### src/rtl/oam_dma_ctrl.sv
// Sprite DMA engine ($4014): halts the CPU and streams one CPU page into PPU OAMDATA,
// one register-interface write per byte, all state advancing on cpu_ce_in.
module oam_dma_ctrl #(
    parameter logic [15:0] DMA_REG_ADDR = 16'h4014,
    parameter logic [2:0]  OAM_DATA_SEL = 3'd4,
    parameter int          XFER_LEN     = 256
) (
    input  logic        clk,
    input  logic        rst,
    input  logic        cpu_ce_in,
    input  logic [15:0] cpu_addr_in,
    input  logic        cpu_r_nw_in,
    input  logic [7:0]  cpu_d_in,
    output logic        cpu_rdy_out,
    output logic        dma_active_out,
    output logic [15:0] mem_addr_out,
    output logic        mem_rd_out,
    input  logic [7:0]  mem_d_in,
    output logic [2:0]  ri_sel_out,
    output logic        ri_cs_out,
    output logic        ri_r_nw_out,
    output logic [7:0]  ri_d_out
);

    typedef enum logic [2:0] {
        IDLE,
        HALT,
        ALIGN,
        READ,
        WRITE
    } state_t;

    localparam logic [7:0] LAST_IDX = 8'(XFER_LEN - 1);

    state_t     state;
    logic       parity;
    logic [7:0] index;
    logic [7:0] page;
    logic [7:0] buffer;
    logic       trigger;

    assign trigger = !cpu_r_nw_in && (cpu_addr_in == DMA_REG_ADDR);

    always_ff @(posedge clk or posedge rst) begin
        if (rst) begin
            state          <= IDLE;
            parity         <= 1'b0;
            index          <= 8'd0;
            page           <= 8'd0;
            buffer         <= 8'd0;
            cpu_rdy_out    <= 1'b1;
            dma_active_out <= 1'b0;
            mem_addr_out   <= 16'd0;
            mem_rd_out     <= 1'b0;
            ri_sel_out     <= 3'd0;
            ri_cs_out      <= 1'b0;
            ri_r_nw_out    <= 1'b1;
            ri_d_out       <= 8'd0;
        end else begin
            // The chip-select pulse lasts one clk regardless of how sparse cpu_ce_in is.
            ri_cs_out   <= 1'b0;
            ri_r_nw_out <= 1'b1;
            if (cpu_ce_in) begin
                parity <= ~parity;
                case (state)
                    IDLE: begin
                        if (trigger) begin
                            page           <= cpu_d_in;
                            index          <= 8'd0;
                            state          <= HALT;
                            cpu_rdy_out    <= 1'b0;
                            dma_active_out <= 1'b1;
                        end
                    end
                    HALT: begin
                        if (parity) begin
                            state <= ALIGN;
                        end else begin
                            state        <= READ;
                            mem_rd_out   <= 1'b1;
                            mem_addr_out <= {page, index};
                        end
                    end
                    ALIGN: begin
                        state        <= READ;
                        mem_rd_out   <= 1'b1;
                        mem_addr_out <= {page, index};
                    end
                    READ: begin
                        buffer       <= mem_d_in;
                        mem_rd_out   <= 1'b0;
                        mem_addr_out <= 16'd0;
                        state        <= WRITE;
                    end
                    WRITE: begin
                        ri_sel_out  <= OAM_DATA_SEL;
                        ri_r_nw_out <= 1'b0;
                        ri_d_out    <= buffer;
                        ri_cs_out   <= 1'b1;
                        index       <= index + 8'd1;
                        if (index == LAST_IDX) begin
                            state          <= IDLE;
                            cpu_rdy_out    <= 1'b1;
                            dma_active_out <= 1'b0;
                        end else begin
                            state        <= READ;
                            mem_rd_out   <= 1'b1;
                            mem_addr_out <= {page, index + 8'd1};
                        end
                    end
                    default: state <= IDLE;
                endcase
            end
        end
    end

endmodule

### config.mk
export PLATFORM = sky130hd
export DESIGN_NAME = oam_dma_ctrl
export DESIGN_NICKNAME = d
export VERILOG_FILES = /design/src/rtl/oam_dma_ctrl.sv
export SDC_FILE = /design/constraint.sdc
export NUM_CORES = 1
export LEC_CHECK = 0
export BUFFER_PORTS_ARGS = -buffer_cell sky130_fd_sc_hd__buf_2
export CAP_MARGIN = 20
export CELL_PAD_IN_SITES_DETAIL_PLACEMENT = 1
export CELL_PAD_IN_SITES_GLOBAL_PLACEMENT = 1
export CORE_UTILIZATION = 40
export CTS_CLUSTER_DIAMETER = 50
export DETAILED_ROUTE_END_ITERATION = 7
export PLACE_DENSITY_LB_ADDON = 0.1
export SLEW_MARGIN = 0
export SYNTH_ARGS = -nofsm -noshare
export SYNTH_HDL_FRONTEND = slang
export SYNTH_SLANG_ARGS = --single-unit
### constraint.sdc
create_clock -name clk -period 2.1 [get_ports clk]
set_clock_uncertainty 0.1 [all_clocks]
set_input_delay 0.21 -clock clk [delete_from_list [all_inputs] [get_ports clk]]
set_output_delay 0.21 -clock clk [all_outputs]
set_load 0.005 [all_outputs]
==> run summary <==
outcome = finished clean
Max VDD drop = 0.6176 mV
pin count of the biggest net entering global routing = 27
f_max = 512.7 MHz
Ports = 68
detailed router's first-iteration violation count = 68
placed insts = 421
initial antenna violation count = 0
Post-DP HPWL = 5121 um
drt drc = 0
Synth warnings = 0
GR Overflow Total = 0
Post-Route WL = 7340 um
commonest non-fill, non-tap cell in the layout = buf_2
CTS tree = yes
TNS Setup = 0 ns
drt via density = 5.106
max-slew violations = 0
Max Buffers Root-to-Sink = 2
non-filler cells, final = 452
die area = 7336 um^2
PD cells = 1122 nW/um^2
Vias = 2308
Root Driver = clkbuf_8
first-pass GRT wire length = 12120 um
slowest CP cell = dfrtp_1
crit end category = flop
number of enable flip-flop cells after synthesis = 0
crit path DAT = 2.07 ns
asr flop ratio synth = 100.0%
final hold viol count = 0
Synth Cell Area = 2799 um^2
#FFs+latches synth = 58
critical setup path kind = reg -> reg
Ant. Diodes = 0
number of port buffers = 65
GRT Util Overall = 21.87%
final setup violation count = 0
Placer Congestion = 0.7875
CP top delay family = simple AND/OR/NAND/NOR gates
crit path cell chain = nor2_1 > nand2_1 > or3_1 > buf_4 > mux2_4
row cnt = 30
Bufs and invs on worst path = 1
area grow syn2layout = 31.29%
Critical Path Fanout Max = 12
Worst Path Required = 2.22 ns
share of cells above drive strength 1 = 41.57%
CTS buffer count = 9
RSZ-0062 raised after global routing = no
CP Launch Type = flop
Core Footprint = 6794 um^2
Max Cap Violations = 0
Synth Area per Inst = 10.98 um^2
crit-path max cell delay = 0.49 ns
DR WL/cell = 16.24 um
sequential element share of the synthesized area = 51.94%
initial core utilization = 41.20%
Nets = 388
leak pwr = 1.859 nW
H-tree Lvls = 3
Yosys cell types = 53
CTS sink count = 58
Min-Delay Path Class = in -> reg
vias in the first global route = 2413
Gate Count Post-Synth = 255
Pre-Repair DR Iteration Count = 4
Tmin final = 1.950 ns
latest clock arrival within the worst-skew pair = 0.33 ns
Final Cycle Share = 92.88%
post-route ant nets = 0
Clock transition at path regs = 0.07 ns
Die X = 85.65 um
Vert. Die Dim = 85.65 um
commonest non-fill, non-tap cells in the layout = buf_2, dfrtp_1, nand2_1, buf_4, mux2_2
Top FF cell, synth = dfrtp_1
CTS resizes = 0
per-layer routing:
layer  global-route usage, %  vias to the layer above  part of all wire (%)
li1                        -                     1105                     -
met1                   26.61                     1151                    44
met2                   37.75                       44                    51
met3                   5.486                        8                   3.3
met4                   7.727                        0                   1.1
met5                       0                        -                     0
area by class of cell:
class | count | area (um^2)
flip-flops and latches | 58 | 1454
clock inverters | 6 | 66.31
fillers | 765 | 3119
clock buffers | 10 | 137.6
inverters | 7 | 26.28
well taps | 96 | 120.1
multi-input cells | 172 | 1217
repair buffers | 103 | 653.1
path summary, 6_finish.rpt:
check,depth (start not counted),slack (ns),startpoint,endpoint
worst max-delay path,5,0.15,state[0],page[6]
worst min-delay path,2,0.02,cpu_d_in[4],page[4]
worst max register to register,5,0.15,state[0],page[6]
worst min register to register,2,0.36,buffer[4],ri_d_out[4]
max in group asynchronous,4,0.92,rst,cpu_rdy_out
min in group asynchronous,3,0.34,rst,buffer[0]
kinds of logic after synthesis:
kind of cell	count (synthesis)	share of synthesized area [%]
mux	27	11.89
flops	58	51.94
xor+xnor	1	0.3130
other cells	1	0.1340
fa+ha+maj	1	0.4470
simple gates	90	17.26
buf+inv	26	4.694
compound gates	51	13.32
cell usage after synthesis, types with 3 or more instances:
library cell  instances  area share [%]
a21oi_1               5            0.89
a2bb2oi_1             4             1.3
a31o_2                8             2.5
and3_1                8             1.8
buf_2                 6             1.1
buf_4                 3            0.80
clkbuf_1              8             1.1
dfrtp_1              56              50
inv_1                 6            0.80
mux2_2               14             5.6
mux2_4                9             4.8
mux2i_1               4             1.4
nand2_1              33             4.4
nand3_1               8             1.4
nor2_1               10             1.3
nor2b_1               3            0.67
nor3_1                6             1.1
nor4_1                3            0.67
o21a_1                3            0.80
o21ai_0              12             2.1
o2bb2ai_1             5             1.6
timing repair:
item | in CTS | in global routing
setup endpoints to repair | 0 | 1
buffers inserted | 0 | 3
hold buffers | 12 | 0
hold endpoints to repair | 26 | 0
registers in the layout, indices dropped and copies added, names as in the netlist:
register and cells:
page 8, mem_addr_out 16, state 3, index 8
ri_cs_out 1, ri_d_out 8, dma_active_out 1, mem_rd_out 1
cpu_rdy_out 1, parity 1, ri_sel_out 1, buffer 8
ri_r_nw_out 1
report_power, final:
part | internal [mW] | switching (mW) | total [mW]
Sequential | 1.43 | 0.222 | 1.65
Clock | 0.579 | 0.467 | 1.05
Combinational | 0.707 | 0.720 | 1.43
Total | 2.71 | 1.41 | 4.12
metrics by stage:
| stage | instance area, um^2 | power [mW] | setup slack, ns | util [%] | hold slack, ns |
|---|---|---|---|---|---|
| floorplan | 2803 | 2.496 | 0.1773 | - | 0.2585 |
| CTS | 3652 | 4.132 | 0.1622 | 53.76 | 0.002391 |
| global placement | 3328 | 2.996 | 0.1461 | 48.99 | 0.1222 |
| detailed placement | 3328 | 3.046 | 0.1327 | 48.99 | 0.1231 |
| finish | 3675 | 4.122 | 0.1496 | 54.09 | 0.01935 |
| global route | 3675 | 4.391 | 0.01249 | 54.09 | 0.002027 |
Power figures use the tool's default switching activity.
